[src/rtl/imem_loader_if.sv]
// Byte-stream input and instruction-memory write port of the loader.
// The loader takes the slave side; byte source and memory sit on the master side.
interface imem_loader_if;
    logic        byte_valid;
    logic [7:0]  byte_data;
    logic        byte_ready;
    logic        we;
    logic [31:0] wa;
    logic [31:0] wd;

    modport master (
        output byte_valid, byte_data,
        input  byte_ready, we, wa, wd
    );

    modport slave (
        input  byte_valid, byte_data,
        output byte_ready, we, wa, wd
    );
endinterface

[src/rtl/imem_loader.sv]
// Instruction memory loader: packs a byte stream into little-endian 32-bit words,
// writes them to consecutive word addresses and holds the CPU while loading.
module imem_loader #(
    parameter int DEPTH = 16,
    parameter int CW    = 5
) (
    input  logic          clk,
    input  logic          rst,
    input  logic          start,
    input  logic [CW-1:0] word_count,
    imem_loader_if.slave  bus,
    output logic          busy,
    output logic          cpu_hold,
    output logic          done,
    output logic [31:0]   checksum
);
    localparam int IW = CW - 1;

    typedef enum logic [1:0] {IDLE, RECV, WRITE, DONE} state_t;

    state_t        state;
    state_t        state_nxt;
    logic [CW-1:0] count;
    logic [IW-1:0] word_idx;
    logic [1:0]    byte_idx;
    logic [23:0]   word_lo;
    logic [31:0]   wa_q;
    logic [31:0]   wd_q;
    logic          last_word;

    function automatic logic [CW-1:0] clamp_count(input logic [CW-1:0] n);
        if (n > CW'(DEPTH))
            return CW'(DEPTH);
        return n;
    endfunction

    // Only lanes 0..2 are buffered; lane 3 is merged straight into wd.
    function automatic logic [23:0] insert_byte(input logic [23:0] w,
                                                input logic [1:0]  lane,
                                                input logic [7:0]  b);
        logic [23:0] r;
        r = w;
        case (lane)
            2'd0:    r[7:0]   = b;
            2'd1:    r[15:8]  = b;
            default: r[23:16] = b;
        endcase
        return r;
    endfunction

    assign last_word = ({1'b0, word_idx} == (count - 1'b1));

    always_ff @(posedge clk) begin
        if (rst)
            state <= IDLE;
        else
            state <= state_nxt;
    end

    always_comb begin
        state_nxt      = state;
        bus.byte_ready = 1'b0;
        bus.we         = 1'b0;
        done           = 1'b0;
        busy           = 1'b1;
        case (state)
            IDLE: begin
                busy = 1'b0;
                if (start)
                    state_nxt = (clamp_count(word_count) == '0) ? DONE : RECV;
            end
            RECV: begin
                bus.byte_ready = 1'b1;
                if (bus.byte_valid && (byte_idx == 2'd3))
                    state_nxt = WRITE;
            end
            WRITE: begin
                bus.we    = 1'b1;
                state_nxt = last_word ? DONE : RECV;
            end
            DONE: begin
                done      = 1'b1;
                state_nxt = IDLE;
            end
            default: state_nxt = IDLE;
        endcase
    end

    assign cpu_hold = busy;
    assign bus.wa   = wa_q;
    assign bus.wd   = wd_q;

    // Visible outputs: cleared by reset, otherwise hold between writes.
    always_ff @(posedge clk) begin
        if (rst) begin
            wa_q     <= '0;
            wd_q     <= '0;
            checksum <= '0;
        end else begin
            case (state)
                IDLE: begin
                    if (start)
                        checksum <= '0;
                end
                RECV: begin
                    if (bus.byte_valid && (byte_idx == 2'd3)) begin
                        wd_q <= {bus.byte_data, word_lo};
                        wa_q <= {{(30-IW){1'b0}}, word_idx, 2'b00};
                    end
                end
                WRITE: checksum <= checksum ^ wd_q;
                default: ;
            endcase
        end
    end

    // Load bookkeeping; every load re-initialises it on start, so no reset needed.
    always_ff @(posedge clk) begin
        case (state)
            IDLE: begin
                if (start) begin
                    count    <= clamp_count(word_count);
                    word_idx <= '0;
                    byte_idx <= '0;
                    word_lo  <= '0;
                end
            end
            RECV: begin
                if (bus.byte_valid) begin
                    byte_idx <= byte_idx + 2'd1;
                    if (byte_idx != 2'd3)
                        word_lo <= insert_byte(word_lo, byte_idx, bus.byte_data);
                end
            end
            WRITE: begin
                byte_idx <= '0;
                if (!last_word)
                    word_idx <= word_idx + 1'b1;
            end
            default: ;
        endcase
    end
endmodule
[src/flat_wrapper.sv]
// flat-port wrapper written by rule: the top's interface ports become plain ports
module imem_loader_flat 
#(
    parameter int DEPTH = 16,
    parameter int CW    = 5
)
  (clk, rst, start, word_count, busy, cpu_hold, done, checksum, bus_byte_valid, bus_byte_data, bus_byte_ready, bus_we, bus_wa, bus_wd);
  imem_loader_if bus_i ();
  input  logic clk;
  input  logic rst;
  input  logic start;
  input  logic [CW-1:0] word_count;
  output logic busy;
  output logic cpu_hold;
  output logic done;
  output logic [31:0] checksum;
  input wire logic [$bits(bus_i.byte_valid)-1:0] bus_byte_valid;
  input wire logic [$bits(bus_i.byte_data)-1:0] bus_byte_data;
  output wire logic [$bits(bus_i.byte_ready)-1:0] bus_byte_ready;
  output wire logic [$bits(bus_i.we)-1:0] bus_we;
  output wire logic [$bits(bus_i.wa)-1:0] bus_wa;
  output wire logic [$bits(bus_i.wd)-1:0] bus_wd;
  assign bus_i.byte_valid = bus_byte_valid;
  assign bus_i.byte_data = bus_byte_data;
  assign bus_byte_ready = bus_i.byte_ready;
  assign bus_we = bus_i.we;
  assign bus_wa = bus_i.wa;
  assign bus_wd = bus_i.wd;
  imem_loader #(.DEPTH(DEPTH), .CW(CW)) u_core (.clk(clk), .rst(rst), .start(start), .word_count(word_count), .bus(bus_i), .busy(busy), .cpu_hold(cpu_hold), .done(done), .checksum(checksum));
endmodule
[config.mk]
export PLATFORM = sky130hd
export DESIGN_NAME = imem_loader_flat
export DESIGN_NICKNAME = d
export VERILOG_FILES = /design/src/rtl/imem_loader_if.sv /design/src/rtl/imem_loader.sv /design/src/flat_wrapper.sv
export SDC_FILE = /design/constraint.sdc
export NUM_CORES = 1
export LEC_CHECK = 0
export ABC_AREA = 1
export CAP_MARGIN = 20
export CORE_AREA = 3 3 100 102
export CTS_CLUSTER_DIAMETER = 30
export CTS_CLUSTER_SIZE = 25
export DETAILED_ROUTE_END_ITERATION = 8
export DIE_AREA = 0 0 103 105
export GPL_ROUTABILITY_DRIVEN = 0
export PLACE_DENSITY = 0.83
export SYNTH_ARGS = -nofsm -noshare
export SYNTH_HDL_FRONTEND = slang
export SYNTH_SLANG_ARGS = --single-unit
[constraint.sdc]
create_clock -name clk -period 3 [get_ports clk]
set_clock_uncertainty 0.15 [all_clocks]
set_input_delay 0.3 -clock clk [delete_from_list [all_inputs] [get_ports clk]]
set_output_delay 0.3 -clock clk [all_outputs]
set_load 0.02 [all_outputs]
==> results_dict.tcl <==
set metrics [dict create \
    cp.arrival_ns 2.06 \
    initial_utilization 0.475 \
    post-route-min-period_ns 2.51 \
    tightest_slew_ns 0.533 \
    cp-start-kind "register" \
    cts_buffers 9 \
    root_buffer "clkbuf_8" \
    critPathCaptureType "primary output" \
    run_status "completed" \
    yosysUniqueCellTypes 31 \
    area_growth_pct 24.2 \
    die_area_um2 10800 \
    grt_pass1_wl_mm 14.7 \
    final_common_cell "nor2_1" \
    hpwl_mm 6.76 \
    dr.pass1.iters 4 \
    track_usage 0.172 \
    dpl-instance-area_um2 5230 \
    power_density_nw_per_um2 535 \
    fin_area_um2 5430 \
    max-cap-violations 0 \
    drt_iter0_markers 121 \
    avgSynthCellArea_um2 9.07 \
    final_cell_mix "nor2_1, clkdlybuf4s50_1, dfxtp_1" \
    core_area_um2 9200 \
    hold_start "u_core.checksum[28]" \
    cts_setup_buffers 0 \
    setup-tns-final_ns 0 \
    min_path_type "register to register" \
    row_count 35 \
    clk_pin_slew_worst_paths_ns 0.10 \
    die_w_um 103 \
    crit_path_end "bus_we" \
    finalSetupViolCount 0 \
    insertion_delay_ns 0.36 \
    rsz0062_at_grt "no" \
    crit_start "u_core.state[1]" \
    hold_violations 0 \
    syn_inst 482 \
    grt-ovfl-total 0 \
    yosys_warnings 0 \
    timing.final.max_slew_violations 0 \
    p_leak_nw 2.22 \
    grt_pass1_vias 3016 \
    antenna_found_initial 0 \
    wl_per_cell_um 13.3 \
    drt_wl_total_mm 9.11 \
    ant_nets 0 \
    htreeDepth 3 \
    nNetsFinal 591 \
    worstReg2RegEnd "u_core.word_lo[20]" \
    reg2reg_slack_ns 0.97 \
    synth_area_um2 4370 \
    cts.sinks 105 \
    cts_tree "yes" \
    ys_seq_area_frac 0.561 \
    worstRegToRegCells 5 \
    clock.fmax_mhz 399 \
    synth-seq-cells 105 \
    num_antenna_cells 0 \
    vias 3257 \
    ios 118 \
    slew_headroom 0.644 \
    grt_max_degree 30 \
    port_buffers 89 \
    fin_crit_sh 0.836 \
    drive_above_1_share 0.0610 \
    fp.dieH_um 105 \
    cts_resized 0 \
    r2r_start "u_core.byte_idx[0]" \
    postCtsHoldBufs 0 \
    drc 0 \
    worstPathMaxFanout 23 \
    required_ns 2.55 \
    cts_buffer_depth 2 \
    worstSetupPathType "register to primary output" \
    routed_via_density 4.75 \
    vdd_drop_max_v 0.000320 \
]
==> Yosys cell counts <==
cell type / number / share of area
dfxtp_1: 70 / 0.32
nor2_1: 115 / 0.099
buf_6: 2 / 0.0052
a211oi_1: 7 / 0.012
a21oi_1: 11 / 0.013
inv_2: 2 / 0.0017
xnor2_1: 2 / 0.0040
ha_1: 5 / 0.014
buf_8: 1 / 0.0034
edfxtp_1: 35 / 0.24
nand2_1: 66 / 0.057
inv_1: 39 / 0.033
nand4_1: 2 / 0.0029
buf_2: 5 / 0.0057
or2_2: 1 / 0.0014
xor2_1: 23 / 0.046
conb_1: 1 / 0.00086
nor2_4: 2 / 0.0052
buf_1: 3 / 0.0026
a211oi_2: 4 / 0.011
o21ai_1: 8 / 0.0092
nor2_8: 1 / 0.0046
o21ai_0: 23 / 0.026
nand3_1: 6 / 0.0069
clkbuf_2: 1 / 0.0011
o211ai_1: 1 / 0.0017
clkbuf_1: 5 / 0.0043
inv_4: 1 / 0.0014
nor3_1: 3 / 0.0034
buf_4: 31 / 0.053
or2_0: 6 / 0.0086
==> worst min-delay path by stage <==
stage | end | slack (ns) | depth (start not counted)
after floorplan | u_core.bus.wd[15] | 0.30 | 2
after global placement | u_core.bus.wd[5] | 0.31 | 2
after detailed placement | u_core.checksum[28] | 0.31 | 2
after CTS | u_core.checksum[28] | 0.33 | 2
after global routing | u_core.bus.wd[7] | 0.35 | 2
final | u_core.checksum[28] | 0.33 | 2
==> through the flow <==
step	total power [W]	hold WS, ns	std cells	setup WS [ns]	util
finish	0.00290	0.327	685	0.493	0.590
detailed placement	0.00206	0.311	669	0.793	0.569
CTS	0.00292	0.328	685	0.453	0.590
global route	0.00302	0.351	685	0.348	0.590
global placement	0.00205	0.306	669	0.869	0.569
floorplan	0.00195	0.297	509	0.940	-
==> layer usage <==
metal / vias up / share of wire / global-route usage
met2: 118 / 0.48 / 0.280
met5: - / 0 / 0
met1: 1490 / 0.45 / 0.228
li1: 1638 / - / -
met4: 0 / 0.015 / 0.0463
met3: 11 / 0.065 / 0.0387
==> report_power, final <==
group / total, W / leakage, nW / internal (W) / switching [W]
sequential: 0.00165 / 0.917 / 0.00160 / 0.0000533
combinational: 0.000388 / 1.20 / 0.000132 / 0.000256
clock: 0.000864 / 0.100 / 0.000362 / 0.000502
==> cell families after synthesis <==
group / after synthesis / share of synthesized area
simple gates: 202 / 0.188
flops: 105 / 0.561
fa+ha+maj: 5 / 0.0143
buf+inv: 90 / 0.112
other cells: 1 / 0.000858
xor+xnor: 25 / 0.0501
compound gates: 54 / 0.0733
==> worst max-delay path: stages, from the launching register on <==
cell	delay, ns
dfxtp_1	0.42
inv_1	0.12
nor2_4	0.43
clkdlybuf4s50_1	0.71
==> layout make-up <==
cell class / instances / area (µm²)
fill: 765 / 3770
timing repair buffer: 97 / 951
clock inverter: 6 / 47.5
clock buffer: 10 / 149
inverter: 42 / 160
sequential: 105 / 2450
multi-input combinational: 314 / 1530
tap: 111 / 139
==> registers in the layout, indices dropped and copies added, names as in the netlist <==
signal           cells
u_core.count         5
u_core.byte_idx      2
u_core.bus.wa        4
u_core.checksum     32
u_core.word_idx      4
u_core.bus.wd       32
u_core.state         2
u_core.word_lo      24
Power figures use the tool's default switching activity.
